### config.mk
export PLATFORM = sky130hd
export DESIGN_NAME = debounce_sync
export DESIGN_NICKNAME = d
export VERILOG_FILES = /design/src/rtl/debounce_pkg.sv /design/src/rtl/sync_chain.sv /design/src/rtl/debounce_sync.sv
export SDC_FILE = /design/constraint.sdc
export NUM_CORES = 1
export LEC_CHECK = 0
export CORE_AREA = 3 3 40 42
export DETAILED_ROUTE_END_ITERATION = 6
export DIE_AREA = 0 0 43 45
export PLACE_DENSITY = 0.59
export SLEW_MARGIN = 15
export SYNTH_ARGS = -nofsm -noshare
export SYNTH_HDL_FRONTEND = slang
export SYNTH_HIERARCHICAL = 1
export SYNTH_SLANG_ARGS = --single-unit
### constraint.sdc
create_clock -name clk -period 4.23 [get_ports clk]
set_clock_uncertainty 0.1 [all_clocks]
set_input_delay 0.423 -clock clk [delete_from_list [all_inputs] [get_ports clk]]
set_output_delay 0.423 -clock clk [all_outputs]
set_load 0.1 [all_outputs]
### src/rtl/debounce_pkg.sv
// Shared types and default parameters for the debounce_sync block.
package debounce_pkg;

  localparam int unsigned SYNC_STAGES_DEF     = 2;
  localparam int unsigned DEBOUNCE_CYCLES_DEF = 16;

  typedef enum logic [1:0] {
    LOW       = 2'd0,
    PEND_HIGH = 2'd1,
    HIGH      = 2'd2,
    PEND_LOW  = 2'd3
  } state_e;

endpackage

### src/rtl/sync_chain.sv
// Multi-flop synchronizer bringing an asynchronous level into the clk domain.
module sync_chain #(
  parameter int unsigned STAGES = 2
) (
  input  logic clk,
  input  logic async_reset_n,
  input  logic d,
  output logic q
);

  logic [STAGES-1:0] ff;

  always_ff @(posedge clk or negedge async_reset_n) begin
    if (!async_reset_n) ff <= '0;
    else                ff <= {ff[STAGES-2:0], d};
  end

  assign q = ff[STAGES-1];

endmodule

### src/rtl/debounce_sync.sv
// Synchronizes and debounces a raw level; optional rise/fall pulses when
// DEBOUNCE_SYNC_EDGE_EN is defined, otherwise rise/fall are tied low.
module debounce_sync
  import debounce_pkg::*;
#(
  parameter int unsigned SYNC_STAGES     = SYNC_STAGES_DEF,
  parameter int unsigned DEBOUNCE_CYCLES = DEBOUNCE_CYCLES_DEF,
  parameter int unsigned CNT_W           = $clog2(DEBOUNCE_CYCLES + 1)
) (
  input  logic clk,
  input  logic async_reset_n,
  input  logic raw_in,
  output logic d_out,
  output logic rise,
  output logic fall,
  output logic busy
);

  localparam logic [CNT_W-1:0] CNT_LAST = CNT_W'(DEBOUNCE_CYCLES - 1);
  localparam logic [CNT_W-1:0] CNT_ONE  = CNT_W'(1);

  logic             sync_in;
  state_e           state, state_n;
  logic [CNT_W-1:0] cnt, cnt_n;
  logic             d_out_n, busy_n;

  sync_chain #(.STAGES(SYNC_STAGES)) u_sync (
    .clk           (clk),
    .async_reset_n (async_reset_n),
    .d             (raw_in),
    .q             (sync_in)
  );

  // State and stability counter
  always_ff @(posedge clk or negedge async_reset_n) begin
    if (!async_reset_n) begin
      state <= LOW;
      cnt   <= '0;
    end else begin
      state <= state_n;
      cnt   <= cnt_n;
    end
  end

  // Next state: a pending state falls back on any reversal, so a bounce restarts qualification
  always_comb begin
    state_n = state;
    cnt_n   = cnt;
    case (state)
      LOW: begin
        if (sync_in) begin
          state_n = PEND_HIGH;
          cnt_n   = CNT_ONE;
        end else begin
          cnt_n = '0;
        end
      end
      PEND_HIGH: begin
        if (!sync_in) begin
          state_n = LOW;
          cnt_n   = '0;
        end else if (cnt == CNT_LAST) begin
          state_n = HIGH;
          cnt_n   = '0;
        end else begin
          cnt_n = cnt + CNT_ONE;
        end
      end
      HIGH: begin
        if (!sync_in) begin
          state_n = PEND_LOW;
          cnt_n   = CNT_ONE;
        end else begin
          cnt_n = '0;
        end
      end
      PEND_LOW: begin
        if (sync_in) begin
          state_n = HIGH;
          cnt_n   = '0;
        end else if (cnt == CNT_LAST) begin
          state_n = LOW;
          cnt_n   = '0;
        end else begin
          cnt_n = cnt + CNT_ONE;
        end
      end
      default: begin
        state_n = LOW;
        cnt_n   = '0;
      end
    endcase
    d_out_n = (state_n == HIGH) || (state_n == PEND_LOW);
    busy_n  = (state_n == PEND_HIGH) || (state_n == PEND_LOW);
  end

  always_ff @(posedge clk or negedge async_reset_n) begin
    if (!async_reset_n) begin
      d_out <= 1'b0;
      busy  <= 1'b0;
    end else begin
      d_out <= d_out_n;
      busy  <= busy_n;
    end
  end

`ifdef DEBOUNCE_SYNC_EDGE_EN
  // Pulses coincide with the first cycle d_out shows the new level
  always_ff @(posedge clk or negedge async_reset_n) begin
    if (!async_reset_n) begin
      rise <= 1'b0;
      fall <= 1'b0;
    end else begin
      rise <= (state == PEND_HIGH) && (state_n == HIGH);
      fall <= (state == PEND_LOW) && (state_n == LOW);
    end
  end
`else
  assign rise = 1'b0;
  assign fall = 1'b0;
`endif

endmodule

==> results of run 1 <==
final cells by class:
type,count,area share
tap,15,0.0391
timing repair buffer,4,0.0833
inverter,2,0.0156
sequential,10,0.521
clock buffer,3,0.0469
multi-input combinational,19,0.294
Yosys cell counts, drive strengths merged:
| library cell | count |
|---|---|
| conb | 1 |
| mux2 | 2 |
| nor2 | 1 |
| xor2 | 2 |
| nand4b | 1 |
| and2 | 1 |
| inv | 2 |
| buf | 2 |
| and3 | 4 |
| ha | 1 |
| dfrtp | 10 |
| nand3 | 2 |
| o21ai | 1 |
| xnor2 | 1 |
| a21oi | 1 |
power by group:
group / internal (mW) / switching [mW] / leakage, nW
Sequential: 0.0984 / 0.00231 / 0.131
Combinational: 0.00414 / 0.0157 / 0.126
Clock: 0.0326 / 0.0271 / 0.0138
path summary, 6_finish.rpt:
path                          startpoint      endpoint  cells after the start
max in group asynchronous  async_reset_n        cnt[4]                      1
max reg2reg                       cnt[0]         d_out                      4
min in group asynchronous  async_reset_n        cnt[2]                      1
max                             state[0]          busy                      1
min                         u_sync/ff[0]  u_sync/ff[1]                      0
min reg2reg                 u_sync/ff[0]  u_sync/ff[1]                      0
layer usage:
metal	routed length (um)	global-route usage	part of all wire	vias to the layer above
met1	243	0.0653	0.42	113
li1	-	-	-	117
met2	316	0.123	0.54	5
met3	22	0.0120	0.038	0
met4	0	0.0542	0	0
met5	0	0	0	-
worst register-to-register path, cell delays in order (launching register included):
cell and delay (ps):
dfrtp_1 390, ha_1 240, nand4b_2 180, nor2_2 150, mux2_1 340
through the flow:
stage | hold WS [ps] | worst slack, ps | std cells
finish | 267 | 1900 | 53
global route | 289 | 1860 | 53
CTS | 269 | 1890 | 53
detailed placement | 243 | 2190 | 50
global placement | 239 | 2200 | 50
floorplan | 27.4 | 2440 | 33
logic make-up after synthesis:
group                    Yosys count  share of synthesized area
XOR/XNOR                           3                     0.0640
other                              1                    0.00914
multiplexers                       2                     0.0549
buffers and inverters              4                     0.0549
AO/OA/AOI/OAI                      2                     0.0244
flip-flops                        10                      0.610
adder cells (fa/ha/maj)            1                     0.0305
AND/OR/NAND/NOR                    9                      0.152
flip-flops by register name (all words and copies together), names as in the netlist:
name and count:
state 2, cnt 5, u_sync/ff 2, d_out 1
==> flow_summary.ini, run 1 <==
[layout]
drive_gt1_frac = 0.132
area_delta_synth_final_pct = 17.1
final_common_cell = dfrtp_1
fillCellCount = 119
fin_nets = 44
multi_input_area_um2 = 141
regArea_um2 = 250
diodes = 0
layout_common_cells = 10 x dfrtp_1, 4 x and3_1, 4 x clkdlybuf4s50_1, 3 x clkbuf_4
fin_util = 0.374
design_area_um2 = 480

[clocking]
clkTransAtPathRegs_ps = 60
cts_resized = 0
clock_sinks = 10
ctsHoldBuffers = 0
clock-root-buffer = clkbuf_4
clock_latency_ps = 250
cts_max_path_buffers = 2
cts_setup_buffers = 0
cts_buffers = 3
cts.htree.levels = 1
cts_tree = yes

[floorplan]
dieArea_mm2 = 0.00194
die-width_um = 43
core_mm2 = 0.00128
ios = 7
die_h_um = 45
rows = 13
start_util = 0.319

[detailed_routing]
postRouteWirelength_um = 582
antenna_left = 0
wire_per_inst_um = 11.0
avgViaCountPerCell = 4.43
drc = 0
drt-pass1-iter-count = 4
first_iter_violations = 2
dr_total_vias = 235

[worst_setup_path]
crit_arrival_ps = 1800
startpoint_type = flip-flop
end_kind = output pin
cp_num_buf_inv = 1
cp_cell_sequence = clkdlybuf4s50_1
required_ps = 3710
path_delay_family = buffers and inverters
cp_max_fo = 5
path_class = reg2out
critPathSlowestCell = clkdlybuf4s50_1
r2r_slack_ps = 2720
max_stage_delay_ps = 1150

[sta]
fin_crit_sh = 0.550
min_period_ps = 2330
finalHoldViolCount = 0
setup_tns_ps = 0
max_slew_margin = 0.354
finalSetupViolations = 0
drv_slew = 0
tightest_slew_ps = 966
fmax_mhz = 430
rsz0062_at_grt = false

[power]
total_leakage_power_nw = 0.271
peakVddDrop_uv = 156
p_per_area_mw_per_mm2 = 375
power_mw = 0.180

[global_routing]
antenna_found_initial = 0
overflow = 0
grt_max_degree = 11
track_usage = 0.0667
grt_pass1_vias = 240
grt_first_pass_wirelength_um = 917

[run_status]
status = finished, final reports clean

[place]
portBuffers = 4
placed_cell_area_um2 = 458
dp_hpwl_um = 436
globalplace.congestion = 0.713

[synthesis]
ys_seq_area_frac = 0.610
synth_top_area_cell = dfrtp_1
synth_cell_types = 15
synthTopCellsByArea = dfrtp_1 61%, and3_1 6.1%, mux2_1 5.5%
yosysTopAreaCellShare = 0.610
ys_ff_latch = 10
avgSynthCellArea_um2 = 12.8
synthCells = 32
synthesis.area_um2 = 410
synth_warnings = 6

[worst_hold_path]
hold_class = reg2reg

[run]
max_cap_viol_count = 0
Power figures use the tool's default switching activity.
==> inputs of run 2 (changes only) <==
Clock period 4.23 ns to 2.4 ns, I/O delays scaled along.
==> flow_summary.ini, run 2 (same netlist as run 1, synthesis figures left out) <==
[global_routing]
grt_pass1_vias = 247
grt_max_degree = 11
grt_first_pass_wirelength_um = 938
overflow = 0
track_usage = 0.0675
antenna_found_initial = 0

[layout]
layout_common_cells = 10 x dfrtp_1, 4 x and3_1, 3 x clkbuf_4
drive_gt1_frac = 0.205
diodes = 0
largest_register_ffs = 5
stdcell_count = 54
top_regs = cnt x5, state x2, u_sync/ff x2
area_delta_synth_final_pct = 19.2
final_common_cell = dfrtp_1
fillCellCount = 115
fin_nets = 44
largest_register = cnt

[worst_setup_path]
path_class = reg2reg
cp_max_fo = 4
worstSetupPathDepth = 4
crit_arrival_ps = 1520
end_kind = flip-flop
critPathSlowestCell = dfrtp_1
startpoint_type = flip-flop
r2r_cells = 4
path_delay_family = flip-flops
cp_num_buf_inv = 0
required_ps = 2440
cp_cell_sequence = ha_1 -> nand4b_2 -> nor2_2 -> mux2_1
max_stage_delay_ps = 380

[power]
total_leakage_power_nw = 0.281
peakVddDrop_uv = 409
p_per_area_mw_per_mm2 = 732

[place]
place_ws_ps = 932
portBuffers = 4
globalplace.congestion = 0.684
dp.cells = 50
dp_hpwl_um = 433

[run]
max_cap_viol_count = 0

[detailed_routing]
avgViaCountPerCell = 4.39
antenna_left = 0
postRouteWirelength_um = 541
dr_total_vias = 237
first_iter_violations = 0
wire_per_inst_um = 10.0
drt-pass1-iter-count = 1
drc = 0

[run_status]
status = finished, final reports clean

[floorplan]
rows = 13
dieArea_mm2 = 0.00194
ios = 7
die-width_um = 43
die_h_um = 45
start_util = 0.319
core_mm2 = 0.00128

[sta]
fin_crit_sh = 0.616
drv_slew = 0
setup_ws_ps = 921
setup_tns_ps = 0
fmax_mhz = 676
finalSetupViolations = 0
finalHoldViolCount = 0
rsz0062_at_grt = false
min_period_ps = 1480

[clocking]
ctsHoldBuffers = 0
clock-root-buffer = clkbuf_4
clock_sinks = 10
cts_resized = 0
clkTransAtPathRegs_ps = 70
cts_buffers = 3
clock_latency_ps = 260
cts_setup_buffers = 0
cts_max_path_buffers = 2
cts_tree = yes
cts.htree.levels = 1

[worst_hold_path]
hold_class = in2async
run 2: layout make-up:
type / instances / area [um^2] / share of cell area
Sequential cell: 10 / 250 / 0.512
Tap cell: 15 / 18.8 / 0.0384
Clock buffer: 4 / 36.3 / 0.0742
Inverter: 2 / 7.51 / 0.0153
Timing Repair Buffer: 4 / 35.0 / 0.0716
Multi-Input combinational cell: 19 / 141 / 0.289
run 2: path summary, 6_finish.rpt:
check | slack, ps | from | to
worst max-delay path | 920 | cnt[0] | d_out
worst min register to register | 250 | u_sync/ff[0] | u_sync/ff[1]
worst min-delay path | 190 | async_reset_n | cnt[4]
worst max register to register | 920 | cnt[0] | d_out
max in group asynchronous | 1710 | async_reset_n | u_sync/ff[0]
min in group clk | 250 | u_sync/ff[0] | u_sync/ff[1]
run 2: layer usage:
layer	share of wire	GRT usage	vias to the layer above	wire length [um]
met5	0	0	-	0
met4	0	0.0723	0	0
met3	0.033	0.0120	0	18
met2	0.54	0.108	5	292
met1	0.43	0.0727	116	230
li1	-	-	116	-
run 2: power by group:
| group | leakage [nW] | internal, mW | switching [mW] | total [mW] |
|---|---|---|---|---|
| registers | 0.131 | 0.173 | 0.00366 | 0.177 |
| clock network | 0.0210 | 0.0920 | 0.0550 | 0.147 |
| logic | 0.129 | 0.00700 | 0.0274 | 0.0344 |
| total | 0.281 | 0.272 | 0.0860 | 0.358 |
run 2: metrics by stage:
stage / hold WS (ps) / util / area [um^2] / power, mW
2_1_floorplan: -156 / - / 414 / 0.207
3_3_place_gp: 240 / 0.352 / 453 / 0.214
3_5_place_dp: 237 / 0.352 / 453 / 0.215
4_1_cts: 196 / 0.381 / 489 / 0.362
5_1_grt: 211 / 0.381 / 489 / 0.371
6_report: 186 / 0.381 / 489 / 0.358
